**src/rtl/program_counter_ctrl.sv**
```systemverilog
// rtl/program_counter_ctrl.sv - program counter with wrap, stall, jump and call/return stack
module program_counter_ctrl #(
    parameter int unsigned       WIDTH     = 32,
    parameter logic [WIDTH-1:0]  RESET_VEC = '0,
    parameter logic [WIDTH-1:0]  STEP      = {{(WIDTH-1){1'b0}}, 1'b1},
    parameter int unsigned       RAS_DEPTH = 4
) (
    input  logic             clock_i,
    input  logic             reset_i,
    input  logic             enable_i,
    input  logic [WIDTH-1:0] pc_max_i,
    input  logic             jump_valid_i,
    input  logic             call_valid_i,
    input  logic             ret_valid_i,
    input  logic [WIDTH-1:0] jump_target_i,
    output logic [WIDTH-1:0] pc_o,
    output logic             wrapped_o,
    output logic             ras_empty_o,
    output logic             ras_full_o,
    output logic             ras_ovf_o,
    output logic             ras_unf_o
);

    localparam int unsigned CW = $clog2(RAS_DEPTH + 1);

    // The stack is kept as a shift register with entry 0 as the top, so push and
    // pop never need a pointer and any depth (including 1) works the same way.
    logic [WIDTH-1:0] pc_q, pc_d;
    logic             wrapped_q, wrapped_d;
    logic [CW-1:0]    count_q, count_d;
    logic [WIDTH-1:0] ras_q [RAS_DEPTH];
    logic [WIDTH-1:0] ras_d [RAS_DEPTH];
    logic             ovf_q, ovf_d;
    logic             unf_q, unf_d;

    logic             empty;
    logic             full;
    logic [WIDTH-1:0] pc_inc;
    logic             do_seq;

    assign empty  = (count_q == '0);
    assign full   = (count_q == CW'(RAS_DEPTH));
    assign pc_inc = pc_q + STEP;

    // Next-state selection: ret > call > jump > sequential, everything holds when stalled.
    always_comb begin
        pc_d      = pc_q;
        wrapped_d = 1'b0;
        count_d   = count_q;
        ras_d     = ras_q;
        ovf_d     = ovf_q;
        unf_d     = unf_q;
        do_seq    = 1'b0;
        if (enable_i) begin
            if (ret_valid_i) begin
                if (!empty) begin
                    pc_d = ras_q[0];
                    for (int i = 0; i < int'(RAS_DEPTH) - 1; i++) begin
                        ras_d[i] = ras_q[i+1];
                    end
                    count_d = count_q - 1'b1;
                end else begin
                    // A return with nothing to return to degrades to a plain step.
                    unf_d  = 1'b1;
                    do_seq = 1'b1;
                end
            end else if (call_valid_i) begin
                pc_d = jump_target_i;
                if (!full) begin
                    ras_d[0] = pc_inc;
                    for (int i = 1; i < int'(RAS_DEPTH); i++) begin
                        ras_d[i] = ras_q[i-1];
                    end
                    count_d = count_q + 1'b1;
                end else begin
                    ovf_d = 1'b1;
                end
            end else if (jump_valid_i) begin
                pc_d = jump_target_i;
            end else begin
                do_seq = 1'b1;
            end

            if (do_seq) begin
                if (pc_q >= pc_max_i) begin
                    pc_d      = RESET_VEC;
                    wrapped_d = 1'b1;
                end else begin
                    pc_d = pc_inc;
                end
            end
        end
    end

    // State registers; reset discards the stack contents and the sticky error flags.
    always_ff @(posedge clock_i or posedge reset_i) begin
        if (reset_i) begin
            pc_q      <= RESET_VEC;
            wrapped_q <= 1'b0;
            count_q   <= '0;
            ovf_q     <= 1'b0;
            unf_q     <= 1'b0;
            for (int i = 0; i < int'(RAS_DEPTH); i++) begin
                ras_q[i] <= '0;
            end
        end else begin
            pc_q      <= pc_d;
            wrapped_q <= wrapped_d;
            count_q   <= count_d;
            ovf_q     <= ovf_d;
            unf_q     <= unf_d;
            ras_q     <= ras_d;
        end
    end

    assign pc_o        = pc_q;
    assign wrapped_o   = wrapped_q;
    assign ras_empty_o = empty;
    assign ras_full_o  = full;
    assign ras_ovf_o   = ovf_q;
    assign ras_unf_o   = unf_q;

endmodule

```
**config.mk**
```make
export PLATFORM = sky130hd
export DESIGN_NAME = program_counter_ctrl
export DESIGN_NICKNAME = d
export VERILOG_FILES = /design/src/rtl/program_counter_ctrl.sv
export SDC_FILE = /design/constraint.sdc
export NUM_CORES = 1
export LEC_CHECK = 0
export BUFFER_PORTS_ARGS = -buffer_cell sky130_fd_sc_hd__buf_2
export CAP_MARGIN = 20
export CELL_PAD_IN_SITES_DETAIL_PLACEMENT = 1
export CELL_PAD_IN_SITES_GLOBAL_PLACEMENT = 1
export CORE_UTILIZATION = 46
export CTS_CLUSTER_DIAMETER = 80
export CTS_CLUSTER_SIZE = 20
export DETAILED_ROUTE_END_ITERATION = 10
export HOLD_SLACK_MARGIN = 0.05
export PLACE_DENSITY = 0.93
export RECOVER_POWER = 50
export SETUP_SLACK_MARGIN = 0.2
export SLEW_MARGIN = 20
export SYNTH_ARGS = -nofsm -noshare
export SYNTH_HDL_FRONTEND = slang
export SYNTH_SLANG_ARGS = --single-unit
```
**constraint.sdc**
```tcl
create_clock -name clock_i -period 5.7 [get_ports clock_i]
set_input_delay 0.57 -clock clock_i [delete_from_list [all_inputs] [get_ports clock_i]]
set_output_delay 0.57 -clock clock_i [all_outputs]
set_load 0.02 [all_outputs]
```
==> summary by stage <==
Run status
The flow ran to the end, but the final reports show violations. The checks that failed: capacitance limit, slew limit.

Global routing
Entering global routing, the biggest net connects 174 pins. For this run the aggregate overflow at the end of global routing stands at 0. The first global-routing pass estimated 51.09 mm of wire. The met1 demand-to-capacity share in global routing is 41.68%. In the global route stage, met2 resource usage came out at 55.60%. In the global route stage, overall resource usage came out at 33.78%. The number of antenna violations at the first check in global routing was 3.

The global-route track usage on met3 is 6.885%. After global routing, the most crowded layer is met2. The number of global-route vias before repair came to 8608.

Setup path
On the worst path, the slowest cell contributes a delay of 1.61 ns. The type of element launching the critical path is an input port. The critical path in this run is classified as input port to flip-flop. The worst setup path startpoint is ret_valid_i. Along the worst path, the maximum fanout reaches 87. For the worst setup path, the data required time is 5.96 ns. The worst register-to-register path has a depth of 9. Data on the critical path arrives at its endpoint at 4.49 ns.

The signal on the critical path passes through clkbuf_1 -> buf_4 -> nor3_1 -> a21o_1 -> nand4_1 -> buf_4 -> o221ai_1. The reg-to-reg endpoint is pc_o[14]$_DFFE_PP0P_. STA classifies the critical path endpoint as a flip-flop. The count of buffering cells on the critical path with inverters included is 3. The family with the most delay on the worst path is buffers and inverters. The slowest stage of the critical path belongs to the cell sky130_fd_sc_hd__clkbuf_1.

In this design, the critical path's most frequently occurring cell is sky130_fd_sc_hd__buf_4. The setup check on the worst reg-to-reg path leaves a slack of 2.57 ns. The startpoint identified for the worst register-to-register timing path is pc_o[0]$_DFFE_PP0P_.

Synth
The mapped cell area is 8922 um^2. The Yosys step of the flow raised 0 warnings. The synthesized design spends more area on one cell type than any other, namely sky130_fd_sc_hd__dfrtp_1. The mean post-synth cell area is 9.730 um^2. The share of the Yosys chip area taken by registers is 46.56%.

The cell count after synthesis is 917. In this run, synthesis produced a sequential element count of 166. After synthesis, the share of flip-flops with an asynchronous set or reset is 100.0%. The commonest register cell after synthesis is sky130_fd_sc_hd__dfrtp_1. By area the synthesized netlist is led by sky130_fd_sc_hd__dfrtp_1 (47%), sky130_fd_sc_hd__mux2_2 (9.2%), sky130_fd_sc_hd__a22oi_1 (5.6%).

The net count of the mapped netlist is 1021. In this run, distinct cell masters in the synthesized netlist total 47. The fraction of post-synthesis cell area in the top cell type by area is 46.56%. The number of flops mapped to enable cells by yosys is 0.

STA
The clock skew after layout is 0.01287 ns. Setup violations remaining at the end of the flow were counted as 0. After layout, the worst path uses 74.28% of the clock period.

The total count of max-transition violations in the final report was 223. Adding up every negative setup slack in the final design gives 0 ns. Setup repair after global routing left no endpoint under its margin.

At the pin with the least slew margin, the transition time is 2.665 ns. For this run, the top clock speed supported by timing is 0.2362 GHz. The remaining max-slew budget at the tightest pin is -77.65%. Hold is met by 0.4969 ns. The count of final hold-check violations is 0. Once routing completed, OpenROAD measured the worst setup slack at 1.466 ns.

The minimum period implied by the final worst setup slack is 4.234 ns.

Floorplanning
In this run the vertical extent of the chip is 141.3 um. The area of the core is 18830 um^2. The die covers 19960 um^2.

For this configuration, the core starts out at a cell density of 47.38%. The number of rows created at floorplan is 50. In this run the horizontal extent of the chip is 141.3 um. The count of pins on the block boundary is 107.

Drt
The total wire length after detailed routing is 32.83 mm. Once detail routing completed, the nets flagged for antenna violations numbered 0. The average vias per placed instance is 6.543. For this run, the detailed router's first-pass iteration total came to 6. Dividing the detail-routed wire length by the instance count gives 25.99 um. The detailed-route DRC error count is 0. The initial detailed-routing violation count is 949. Detailed routing inserted a total of 8264 vias.

Clocking
The number of setup buffers added after CTS is 0. The clock insertion delay at the later pin of the skew report is 0.43 ns. The hold-fix buffer count after cts is 0.

The number of CTS-inserted buffers is 17. The cell at the root of the clock tree is sky130_fd_sc_hd__clkbuf_16. Counting every sink on the clock net gives 166. After clock tree synthesis, the repair step resized 0 gates.

The maximum buffer depth of the clock tree is 2. The clock tree synthesis step divided the H-tree into 4 levels. TritonCTS built the clock tree.

Clock-pin slew was measured on the worst setup and hold paths at 0.07 ns.

Cells and area
After filler insertion, the fill cell instance count of the layout stands at 2078. Relative to the synthesized area, the layout overhead comes to 14.09%. For this run, the number of standard cells in the final layout without fillers is 1263. The final cell area excluding filler cells is 10180 um^2. The core occupancy in the finished layout is 54.06%. The number of nets in the layout is 1091.

The share of cells above drive strength 1 is 21.50%.

Placed design
The setup slack after placement is 2.481 ns. The area after detailed placement is 9598 um^2. The congestion estimate from routability-driven global placement came to 0.8415.

Buffers placed on the I/O ports in this run total 106. The number of placed instances, taps included, is 1227. The post-DP HPWL is 19.11 mm.

Pwr
The power per cell area is 383.6 nW/um^2. The leakage power summed over all cells is 4.620 nW. The worst-case vdd ir drop is 0.0001686 V.

After layout, the design draws a total of 3.905 mW.

Worst hold path
The worst hold path was traced through 2 stages. The worst hold path terminates at ras_ovf_o$_DFFE_PP0P_. The start point of the worst min-delay path is enable_i. The worst hold path class is input port to flip-flop.

Run
The max-capacitance violation count is 4.
## how the worst max path moves through the flow
stage / endpoint / slack, ns / cells past startpoint
floorplan: count_q[0]$_DFFE_PP0P_ / 0.64 / 1
CTS: pc_o[14]$_DFFE_PP0P_ / 2.69 / 9
global route: pc_o[14]$_DFFE_PP0P_ / 1.26 / 7
detailed placement: pc_o[1]$_DFFE_PP0P_ / 2.48 / 7
finish: pc_o[14]$_DFFE_PP0P_ / 1.47 / 7
global placement: pc_o[31]$_DFFE_PP0P_ / 2.64 / 7
## layout make-up
| type | instances | area (um^2) | area share (%) |
|---|---|---|---|
| timing repair buffer | 115 | 581.8 | 5.715 |
| antenna | 3 | 7.507 | 0.07375 |
| clock buffer | 18 | 429.2 | 4.216 |
| inverter | 69 | 260.3 | 2.557 |
| multi-input combinational | 618 | 4249 | 41.74 |
| clock inverter | 14 | 172.7 | 1.696 |
| sequential | 166 | 4154 | 40.81 |
| tap | 260 | 325.3 | 3.196 |
## cells in the final DEF (no fill, tap or decap), drive strengths merged, types with 33 or more instances in the layout
master	instances
a22oi	66
buf	94
clkbuf	39
dfrtp	166
ha	33
inv	73
mux2	73
nand2	117
nand3	42
o21ai	99
## state kept, by name (all words and copies together) (netlist names)
name       flops
ras_ovf_o      1
pc_o          32
wrapped_o      1
count_q        3
ras_q        128
ras_unf_o      1
## synthesized netlist by cell type, types with 2 or more instances
cell type,number
sky130_fd_sc_hd__xnor2_1,31
sky130_fd_sc_hd__inv_1,69
sky130_fd_sc_hd__o221ai_1,29
sky130_fd_sc_hd__nand2_1,116
sky130_fd_sc_hd__and3_1,2
sky130_fd_sc_hd__and4_1,6
sky130_fd_sc_hd__nor2_1,28
sky130_fd_sc_hd__mux2_2,73
sky130_fd_sc_hd__clkbuf_1,41
sky130_fd_sc_hd__nor3_1,9
sky130_fd_sc_hd__o21ai_1,2
sky130_fd_sc_hd__nand3_1,42
sky130_fd_sc_hd__xor2_1,3
sky130_fd_sc_hd__a22oi_1,66
sky130_fd_sc_hd__o21ai_0,97
sky130_fd_sc_hd__and2_1,3
sky130_fd_sc_hd__a21oi_1,30
sky130_fd_sc_hd__nor4_4,2
sky130_fd_sc_hd__buf_2,8
sky130_fd_sc_hd__ha_1,33
sky130_fd_sc_hd__o221ai_2,2
sky130_fd_sc_hd__nand4_1,13
sky130_fd_sc_hd__a21o_1,5
sky130_fd_sc_hd__o21a_1,2
sky130_fd_sc_hd__buf_1,13
sky130_fd_sc_hd__dfrtp_1,166
sky130_fd_sc_hd__a2bb2oi_1,5
sky130_fd_sc_hd__a31o_2,2
## cell families after synthesis
| family | count (synthesis) | share of synthesized area [%] |
|---|---|---|
| compound gates | 246 | 17.77 |
| simple gates | 231 | 12.40 |
| flops | 166 | 46.56 |
| buf+inv | 133 | 5.876 |
| mux | 73 | 9.213 |
| xor+xnor | 34 | 3.338 |
| fa+ha+maj | 34 | 4.852 |
## worst reg2reg max path, stage by stage, from the launching register on
cell	delay (ns)
sky130_fd_sc_hd__dfrtp_1	0.45
sky130_fd_sc_hd__inv_1	0.15
sky130_fd_sc_hd__ha_1	0.29
sky130_fd_sc_hd__nand2b_1	0.14
sky130_fd_sc_hd__a2111oi_0	0.46
sky130_fd_sc_hd__nor4b_1	0.13
sky130_fd_sc_hd__o31ai_1	0.55
sky130_fd_sc_hd__nand4_1	0.21
sky130_fd_sc_hd__buf_4	0.33
sky130_fd_sc_hd__o221ai_1	0.31
## routing by layer
metal / wire length, um / share of wire [%]
met1: 12940 / 39
met4: 1641 / 5.0
met5: 0 / 0
met2: 16050 / 49
met3: 2194 / 6.7
## power by group
part	internal, mW	switching [mW]
Sequential	1.35	0.243
Clock	0.695	0.521
Combinational	0.364	0.734
No activity file was read; power rests on OpenSTA's default activity.
